--- config.mk ---
export PLATFORM = sky130hd
export DESIGN_NAME = rv32_e_seq_divider
export DESIGN_NICKNAME = d
export VERILOG_FILES = /design/src/rtl/rv32_e_seq_divider.sv
export SDC_FILE = /design/constraint.sdc
export NUM_CORES = 1
export LEC_CHECK = 0
export CORE_UTILIZATION = 51
export DETAILED_ROUTE_END_ITERATION = 8
export GPL_ROUTABILITY_DRIVEN = 1
export PLACE_DENSITY = 0.74
export SLEW_MARGIN = 15
export SYNTH_ARGS = -nofsm -noshare
export SYNTH_HDL_FRONTEND = slang
export SYNTH_SLANG_ARGS = --single-unit
--- constraint.sdc ---
create_clock -name clk_i -period 3.6 [get_ports clk_i]
set_clock_uncertainty 0.2 [all_clocks]
set_input_delay 0.72 -clock clk_i [delete_from_list [all_inputs] [get_ports clk_i]]
set_output_delay 0.72 -clock clk_i [all_outputs]
set_load 0.02 [all_outputs]
--- src/rtl/rv32_e_seq_divider.sv ---
//------------------------------------------------------------------------------
// Module      : rv32_e_seq_divider
// Description : Multi-cycle radix-2 restoring divider for RV32M
//               DIV/DIVU/REM/REMU. It produces one quotient bit per cycle and
//               returns the quotient and remainder with a one-cycle done pulse.
//               Optional macro RV32_DIV_EARLY_OUT_EN: when it is defined,
//               divide-by-zero, signed overflow and |divisor| > |dividend|
//               complete with a short latency instead of the full one.
// Revision    : 1.0 - initial release
//------------------------------------------------------------------------------
`default_nettype none

module rv32_e_seq_divider #(
  parameter int XLEN = 32
) (
  input  logic            clk_i,
  input  logic            rst_n_i,
  input  logic            start_i,
  input  logic            signed_i,
  input  logic [XLEN-1:0] dividend_i,
  input  logic [XLEN-1:0] divisor_i,
  output logic            busy_o,
  output logic            done_o,
  output logic [XLEN-1:0] quotient_o,
  output logic [XLEN-1:0] remainder_o
);

  localparam int              c_CNT_W = $clog2(XLEN);
  localparam logic [XLEN-1:0] c_ONE   = {{(XLEN-1){1'b0}}, 1'b1};

  typedef enum logic [1:0] {
    S_IDLE = 2'd0,
    S_CALC = 2'd1,
    S_FIX  = 2'd2,
    S_DONE = 2'd3
  } state_t;

  state_t             r_state;
  logic [c_CNT_W-1:0] r_cnt;
  logic [XLEN-1:0]    r_rem;   // partial remainder
  logic [XLEN-1:0]    r_dq;    // dividend shifting out, quotient shifting in
  logic [XLEN-1:0]    r_dvs;   // divisor magnitude
  logic               r_qneg;
  logic               r_rneg;
  logic               r_div0;

  // Operand magnitudes and signs seen at accept time
  logic            w_dvd_neg;
  logic            w_dvs_neg;
  logic [XLEN-1:0] w_dvd_mag;
  logic [XLEN-1:0] w_dvs_mag;
  logic            w_div0;

  assign w_dvd_neg = signed_i & dividend_i[XLEN-1];
  assign w_dvs_neg = signed_i & divisor_i[XLEN-1];
  assign w_dvd_mag = w_dvd_neg ? (~dividend_i + c_ONE) : dividend_i;
  assign w_dvs_mag = w_dvs_neg ? (~divisor_i + c_ONE) : divisor_i;
  assign w_div0    = (divisor_i == '0);

  // One restoring step: the shifted remainder keeps its top bit in an
  // XLEN+1-bit value so large unsigned divisors are handled correctly.
  logic [XLEN:0] w_part;
  logic [XLEN:0] w_diff;
  logic          w_fit;

  assign w_part = {r_rem, r_dq[XLEN-1]};
  assign w_diff = w_part - {1'b0, r_dvs};
  assign w_fit  = ~w_diff[XLEN];

  // Sign correction; divide-by-zero forces an all-ones quotient while the
  // remainder path naturally reproduces the dividend.
  logic [XLEN-1:0] w_q_fix;
  logic [XLEN-1:0] w_r_fix;

  assign w_q_fix = r_div0 ? '1 : (r_qneg ? (~r_dq + c_ONE) : r_dq);
  assign w_r_fix = r_rneg ? (~r_rem + c_ONE) : r_rem;

`ifdef RV32_DIV_EARLY_OUT_EN
  // Trivial cases whose result is known directly from the operands
  logic            w_ovf;
  logic            w_early;
  logic [XLEN-1:0] w_early_q;
  logic [XLEN-1:0] w_early_r;

  assign w_ovf     = signed_i & (dividend_i == {1'b1, {(XLEN-1){1'b0}}}) &
                     (divisor_i == '1);
  assign w_early   = w_div0 | w_ovf | (w_dvs_mag > w_dvd_mag);
  assign w_early_q = w_div0 ? '1 : (w_ovf ? dividend_i : '0);
  assign w_early_r = w_ovf ? '0 : dividend_i;
`endif

  // Control FSM with datapath and registered outputs
  always_ff @(posedge clk_i or negedge rst_n_i) begin
    if (!rst_n_i) begin
      r_state     <= S_IDLE;
      r_cnt       <= '0;
      r_rem       <= '0;
      r_dq        <= '0;
      r_dvs       <= '0;
      r_qneg      <= 1'b0;
      r_rneg      <= 1'b0;
      r_div0      <= 1'b0;
      busy_o      <= 1'b0;
      done_o      <= 1'b0;
      quotient_o  <= '0;
      remainder_o <= '0;
    end else begin
      case (r_state)
        S_IDLE, S_DONE: begin
          done_o <= 1'b0;
          if (start_i) begin
            busy_o <= 1'b1;
`ifdef RV32_DIV_EARLY_OUT_EN
            // Early results pass through FIX unchanged (signs cleared)
            if (w_early) begin
              r_rem   <= w_early_r;
              r_dq    <= w_early_q;
              r_dvs   <= '0;
              r_qneg  <= 1'b0;
              r_rneg  <= 1'b0;
              r_div0  <= 1'b0;
              r_cnt   <= '0;
              r_state <= S_FIX;
            end else
`endif
            begin
              r_rem   <= '0;
              r_dq    <= w_dvd_mag;
              r_dvs   <= w_dvs_mag;
              r_qneg  <= w_dvd_neg ^ w_dvs_neg;
              r_rneg  <= w_dvd_neg;
              r_div0  <= w_div0;
              r_cnt   <= c_CNT_W'(XLEN - 1);
              r_state <= S_CALC;
            end
          end else begin
            r_state <= S_IDLE;
          end
        end
        S_CALC: begin
          r_rem <= w_fit ? w_diff[XLEN-1:0] : w_part[XLEN-1:0];
          r_dq  <= {r_dq[XLEN-2:0], w_fit};
          if (r_cnt == '0) begin
            r_state <= S_FIX;
          end else begin
            r_cnt <= r_cnt - 1'b1;
          end
        end
        S_FIX: begin
          quotient_o  <= w_q_fix;
          remainder_o <= w_r_fix;
          busy_o      <= 1'b0;
          done_o      <= 1'b1;
          r_state     <= S_DONE;
        end
        default: begin
          r_state <= S_IDLE;
          busy_o  <= 1'b0;
          done_o  <= 1'b0;
        end
      endcase
    end
  end

endmodule

`default_nettype wire
==> results of run 1 <==
## layout by cell type, fill, tap and decap left out, types with 17 or more instances in the layout
cell type          n
clkdlybuf4s50_1  132
o21ai_0          139
nand2b_1          17
xor2_1            98
clkbuf_16         17
ha_1              40
nor2_1           121
mux2i_1           20
nor3_1            19
nand3_1           22
dfrtp_1          172
o31ai_1           26
xnor2_1           44
nand2_1          146
buf_4             51
inv_1             53
a21oi_1          143
## cell usage after synthesis (17+ instances only)
master | number | area, um2
dfrtp_1 | 172 | 4300
nand2_1 | 147 | 552
a21oi_1 | 143 | 716
o21ai_0 | 140 | 701
nor2_1 | 121 | 454
xor2_1 | 98 | 858
clkbuf_1 | 54 | 203
inv_1 | 53 | 199
xnor2_1 | 44 | 385
ha_1 | 41 | 513
o31ai_1 | 26 | 195
nand3_1 | 22 | 110
mux2i_1 | 20 | 200
nor3_1 | 19 | 95.1
nand2b_1 | 17 | 106
## flip-flops by register name (all words and copies together) (netlist names)
name	count
r_div0	1
r_state	2
r_dq	32
r_qneg	1
r_rem	32
remainder_o	32
quotient_o	32
busy_o	1
r_cnt	5
r_rneg	1
done_o	1
r_dvs	32
## stage by stage
| step | cells | hold WS (ns) | power [W] |
|---|---|---|---|
| after detailed placement | 1752 | 0.271 | 0.00936 |
| after global placement | 1752 | 0.261 | 0.00917 |
| after CTS | 1784 | 0.0835 | 0.0112 |
| after floorplan | 1353 | 0.224 | 0.00734 |
| final | 1785 | 0.0593 | 0.0112 |
| after global routing | 1785 | 0.0985 | 0.0121 |
## power by group through the flow
stage | clock network (W) | logic (W) | registers [W]
after detailed placement | 0 | 0.00586 | 0.00350
after CTS | 0.00183 | 0.00589 | 0.00346
after floorplan | 0 | 0.00362 | 0.00372
final | 0.00181 | 0.00591 | 0.00347
after global placement | 0 | 0.00571 | 0.00346
after global routing | 0.00192 | 0.00656 | 0.00360
## area by class of cell
type                            instances  area (um2)
Tap cell                              280         350
Antenna cell                            1        2.50
Multi-Input combinational cell       1058        6700
Inverter                               55         206
Clock inverter                         15         146
Fill cell                            1871        7980
Clock buffer                           17         425
Timing Repair Buffer                  187        1780
Sequential cell                       172        4300
## worst paths after layout
path                       slack (ns)         to  startpoint
setup / recovery                 0.26  r_rem[17]    r_dq[31]
hold / removal                   0.06   r_dvs[4]     rst_n_i
setup reg to reg                 0.26  r_rem[17]    r_dq[31]
hold reg to reg                  0.28   r_dvs[3]    r_dvs[3]
max in group asynchronous        2.14   r_dq[22]     rst_n_i
min in group clk_i               0.28   r_dvs[3]    r_dvs[3]
## per-layer routing
metal  wire length (um)  vias to the layer above  global-route usage [%]
li1                   -                     5083                       -
met1              14400                     4961                    39.5
met2              13100                      389                    39.0
met3               2030                       34                    4.56
met4                496                        0                    7.29
met5                  0                        -                       0
## worst register-to-register path, stage by stage, from the launching register on
cell	delay, ns
dfrtp_1	0.36
inv_1	0.12
ha_1	0.26
fa_1	0.40
nand2b_1	0.19
a21oi_1	0.20
o21a_1	0.20
a211oi_1	0.08
buf_4	0.17
o211ai_1	0.22
o211ai_1	0.17
buf_12	0.20
o311ai_0	0.44
## cells by family after synthesis
logic type	synth area share [%]
DFF	37.6
xor gates and xnor gates	10.9
buffers and inverters	4.09
adders and majority gates	4.65
and+or+nand+nor	18.3
muxes	2.14
AOI/OAI and AO/OA	22.4
==> run_results.csv, run 1 <==
group,metric,value,unit
run_status,outcome,"finished, final reports clean",
route,ant_nets,0,
synth,ys_seq_area_share,37.6,%
synth,netlist_instances,1353,
grt,grt_start_max_net_pins,71,
synth,postSynthAreaPerCell,8.47,um2
synth,synth_area,11500,um2
worst_setup_path,critPathRequiredTime,3.69,ns
timing,hold_viol,0,
synth,synthArstFlopShare,100,%
route,vias,10467,
synth,synth-seq-cells,172,
floorplanning,core,21900,um2
clocking,cts_num_sinks,172,
placed_design,dpl_cell_area,13300,um2
synth,ys_warn_count,0,
grt,antenna_found_initial,1,
cells_and_area,layout-drive-gt1-share,8.44,%
power_and_ir_drop,p_comb_share,52.8,%
timing,worstMarginPinSlew,0.960,ns
worst_setup_path,slowest_stage,"o311ai_0",
power_and_ir_drop,powerDensity,805,nW/um2
timing,rsz0062_at_grt,"false",
clocking,ctsHoldBuffers,0,
clocking,worstSkewPairLatency,0.43,ns
floorplanning,die_y,152,um
clocking,cts_tree,"yes",
power_and_ir_drop,seqPwrFrac,31.0,%
clocking,cts_root_buffer,"clkbuf_16",
grt,grt_usage,26.4,%
worst_setup_path,reg2reg_depth,12,
power_and_ir_drop,p_switching,0.00512,W
clocking,cts.htree.levels,4,
timing,setup_viol,0,
clocking,post-cts-setup-buffers,0,
synth,syn-num-nets,1463,
worst_setup_path,crit_path_frequent_cell,"o211ai_1",
floorplanning,die_w,152,um
route,drcViolationCount,0,
power_and_ir_drop,ir_drop,447,uV
worst_setup_path,path_cells,"inv_1 > ha_1 > fa_1 > nand2b_1 > a21oi_1 > o21a_1 > a211oi_1 > buf_4 > o211ai_1 > o211ai_1 > buf_12 > o311ai_0",
worst_setup_path,crit_type,"reg2reg",
timing,fmax,0.300,GHz
grt,grt_pass1_wl,49.7,mm
floorplanning,ios,134,
worst_setup_path,start_kind,"flip-flop",
floorplanning,die-area,23100,um2
cells_and_area,nNetsFinal,1601,
power_and_ir_drop,p_clk_share,16.2,%
cells_and_area,area_delta_synth_final,21.5,%
placed_design,dp_hpwl,22.7,mm
placed_design,io_buffer_count,133,
synth,ys.flop_type,"dfrtp_1",
clocking,numCtsBuffers,17,
route,drtIter0Drc,934,
route,routedWlPerCell,16.8,um
timing,drv_slew,0,
timing,period_needed,3.34,ns
worst_setup_path,path_depth,12,
timing,relSlewSlack,36.0,%
route,routed_wl,30.0,mm
worst_setup_path,critPathMaxFanout,26,
synth,synth_cell_types,73,
clocking,clk_pin_slew,0.07,ns
timing,tns,0,ns
timing,fin_crit_sh,92.7,%
placed_design,gp_congestion,0.909,
synth,synth_edf_count,0,
floorplanning,rows,54,
grt,overflow,0,
placed_design,dp_slack,0.000194,ns
timing,setup_ws,0.264,ns
cells_and_area,fin_area,13900,um2
grt,grt_pass1_vias,9578,
worst_setup_path,critPathMaxStageDelay,0.43,ns
route,dr.pass1.iters,6,
job,maxCapViolCount,0,
worst_setup_path,critPathTopFamily,"compound AO/OA/AOI/OAI gates",
route,vias_per_cell,5.86,
power_and_ir_drop,netSwitchingFraction,45.7,%
worst_setup_path,cp.arrival,3.42,ns
cells_and_area,post-route-util,63.5,%
worst_setup_path,crit_buf_inv,3,
power_and_ir_drop,p_int,0.00607,W
worst_setup_path,worst_setup_path_end_kind,"flip-flop",
hold_path,hold_path.class,"in2async",
clocking,cts_resized,0,
floorplanning,initial_core_util,52.3,%
power_and_ir_drop,p_leak,5.93,nW
clocking,clockBufferDepth,2,
Power figures use the tool's default switching activity.
==> run 2: changes to the inputs <==
--- a/config.mk
+++ b/config.mk
@@ -6,8 +6,10 @@
 export NUM_CORES = 1
 export LEC_CHECK = 0
 export CORE_UTILIZATION = 51
+export CTS_BUF_LIST = sky130_fd_sc_hd__clkbuf_8
 export DETAILED_ROUTE_END_ITERATION = 8
 export GPL_ROUTABILITY_DRIVEN = 1
+export HOLD_SLACK_MARGIN = 0.03
 export PLACE_DENSITY = 0.74
 export SLEW_MARGIN = 15
 export SYNTH_ARGS = -nofsm -noshare
==> run 2 against run 1 <==
Compared with the run above:
- power down 4.2%
- combinational power hardly changed
- die area stayed put
- hold slack better by 0.23 ns
- via count fell by 1.5%
- count of clock-buffer cells in the layout unchanged
- clock power fell by 25%
- sequential share of layout area increased by 0.40 points
- sequential cell count stayed put
- largest cell class unchanged
- highest routed layer unchanged
==> run_results.csv, run 2 (synthesized netlist as in run 1, its figures left out) <==
group,metric,value,unit
worst_setup_path,critPathMaxStageDelay,0.43,ns
clocking,cts_tree,"yes",
cells_and_area,layout-drive-gt1-share,8.44,%
worst_setup_path,critPathRequiredTime,3.73,ns
cells_and_area,nNetsFinal,1602,
floorplanning,core,21900,um2
power_and_ir_drop,ir_drop,334,uV
power_and_ir_drop,p_int,0.00566,W
timing,drv_slew,0,
timing,worstMarginPinSlew,0.977,ns
worst_setup_path,regToRegEndpoint,"r_rem[17]",
floorplanning,rows,54,
floorplanning,initial_core_util,52.3,%
route,dr.pass1.iters,7,
cells_and_area,layout_common_cells,"172 x dfrtp_1, 146 x nand2_1, 143 x a21oi_1",
grt,grt_start_max_net_pins,71,
cells_and_area,final_common_cell,"dfrtp_1",
cells_and_area,area_delta_synth_final,19.9,%
route,vias,10313,
power_and_ir_drop,powerDensity,781,nW/um2
clocking,clockBufferDepth,2,
timing,relSlewSlack,34.9,%
worst_setup_path,worst_setup_path_end_kind,"flip-flop",
timing,period_needed,3.36,ns
placed_design,dpl_cell_area,13300,um2
power_and_ir_drop,netSwitchingFraction,47.2,%
timing,rsz0062_at_grt,"false",
clocking,cts_root_buffer,"clkbuf_8",
timing,tns,0,ns
placed_design,gp_congestion,0.909,
worst_setup_path,critPathMaxFanout,26,
timing,setup_ws,0.243,ns
worst_setup_path,r2r_slack,0.24,ns
timing,hold_viol,0,
grt,antenna_found_initial,2,
floorplanning,ios,134,
grt,grt_usage,26.1,%
worst_setup_path,reg2reg_from,"r_dq[31]",
worst_setup_path,start_kind,"flip-flop",
placed_design,dpl.cell_count,1752,
worst_setup_path,cp.arrival,3.49,ns
power_and_ir_drop,p_comb_share,55.0,%
worst_setup_path,slowest_stage,"o311ai_0",
clocking,clk_pin_slew,0.10,ns
worst_setup_path,crit_type,"reg2reg",
floorplanning,die-area,23100,um2
placed_design,dp_hpwl,22.7,mm
floorplanning,die_w,152,um
hold_path,hold_path.class,"reg2reg",
worst_setup_path,path_cells,"inv_1 > ha_1 > fa_1 > nand2b_1 > a21oi_1 > o21a_1 > a211oi_1 > buf_4 > o211ai_1 > o211ai_1 > buf_12 > o311ai_0",
route,drtIter0Drc,812,
clocking,cts_num_sinks,172,
hold_path,worstHoldPathCells,2,
hold_path,hold_start,"r_dvs[3]",
power_and_ir_drop,p_leak,5.85,nW
grt,grt_pass1_wl,49.2,mm
grt,grt_pass1_vias,9613,
hold_path,min_to,"r_dvs[3]",
power_and_ir_drop,seqPwrFrac,32.3,%
worst_setup_path,reg2reg_depth,12,
route,routedWlPerCell,16.7,um
route,vias_per_cell,5.77,
route,drcViolationCount,0,
cells_and_area,fin_area,13700,um2
worst_setup_path,crit_path_frequent_cell,"o211ai_1",
grt,overflow,0,
route,routed_wl,29.9,mm
run_status,outcome,"finished, final reports clean",
placed_design,dp_slack,0.000194,ns
floorplanning,die_y,152,um
job,maxCapViolCount,0,
power_and_ir_drop,p_clk_share,12.6,%
cells_and_area,nFillCells,1898,
power_and_ir_drop,p_switching,0.00506,W
clocking,worstSkewPairLatency,0.48,ns
timing,fin_crit_sh,93.3,%
cells_and_area,stdcell_count,1787,
placed_design,io_buffer_count,133,
clocking,cts.htree.levels,4,
timing,fmax,0.298,GHz
route,ant_nets,0,
clocking,numCtsBuffers,17,
timing,setup_viol,0,
run 2: cell count changes in the layout (fill, tap and decap cells not counted):
cell,before,now
diode_2,1,2
clkbuf_8,0,17
dlygate4sd3_1,0,1
clkbuf_16,17,0
run 2: worst max-delay path by stage:
| stage | from | end | slack, ns | depth (start not counted) |
|---|---|---|---|---|
| global placement | dividend_i[8] | r_dq[29] | 0.007 | 9 |
| global route | r_dq[31] | r_rem[17] | 0.10 | 12 |
| floorplan | dividend_i[4] | r_dq[29] | 0.44 | 8 |
| detailed placement | dividend_i[4] | r_dq[29] | 0.0002 | 9 |
| finish | r_dq[31] | r_rem[17] | 0.24 | 12 |
| CTS | r_dq[31] | r_rem[17] | 0.30 | 12 |
run 2: per-layer routing:
layer	up-vias	GRT usage [%]	wire [um]
met3	43	4.62	1920
met4	0	8.14	644
met5	-	0	0
li1	5082	-	-
met2	336	38.4	12800
met1	4852	38.8	14500
run 2: per-stage QoR:
step | hold slack, ns | utilization [%] | total power, W
detailed placement | 0.271 | 60.9 | 0.00936
floorplan | 0.224 | - | 0.00734
CTS | 0.293 | 62.7 | 0.0107
global placement | 0.261 | 60.9 | 0.00917
finish | 0.287 | 62.7 | 0.0107
global route | 0.313 | 62.7 | 0.0116
run 2: worst max-delay path: cells and delay by family, from the launching register on:
family                     cells  cell delay [ns]
and+or+nand+nor                1             0.19
DFF                            1             0.36
adders and majority gates      2             0.65
buffers and inverters          3             0.48
AOI/OAI and AO/OA              6             1.29
run 2: cell type report:
class                           count  area (um2)  share of cell area [%]
Clock inverter                     15         146                    1.07
Multi-Input combinational cell   1058        6700                    48.8
Sequential cell                   172        4300                    31.3
Tap cell                          280         350                    2.55
Antenna cell                        2        5.00                  0.0364
Timing Repair Buffer              188        1790                    13.0
Inverter                           55         206                    1.50
Clock buffer                       17         234                    1.70
run 2: power by group through the flow:
stage	sequential, W	clock (W)	combinational, W
floorplan	0.00372	0	0.00362
global placement	0.00346	0	0.00571
detailed placement	0.00350	0	0.00586
CTS	0.00346	0.00137	0.00589
global route	0.00359	0.00145	0.00656
finish	0.00347	0.00136	0.00590
run 2: repair_timing:
item / 4_1_cts / 5_1_grt
endpoints found under the hold margin: 25 / 0
gates resized for setup: 0 / 0
setup buffers: 0 / 0
hold buffers: 1 / 0
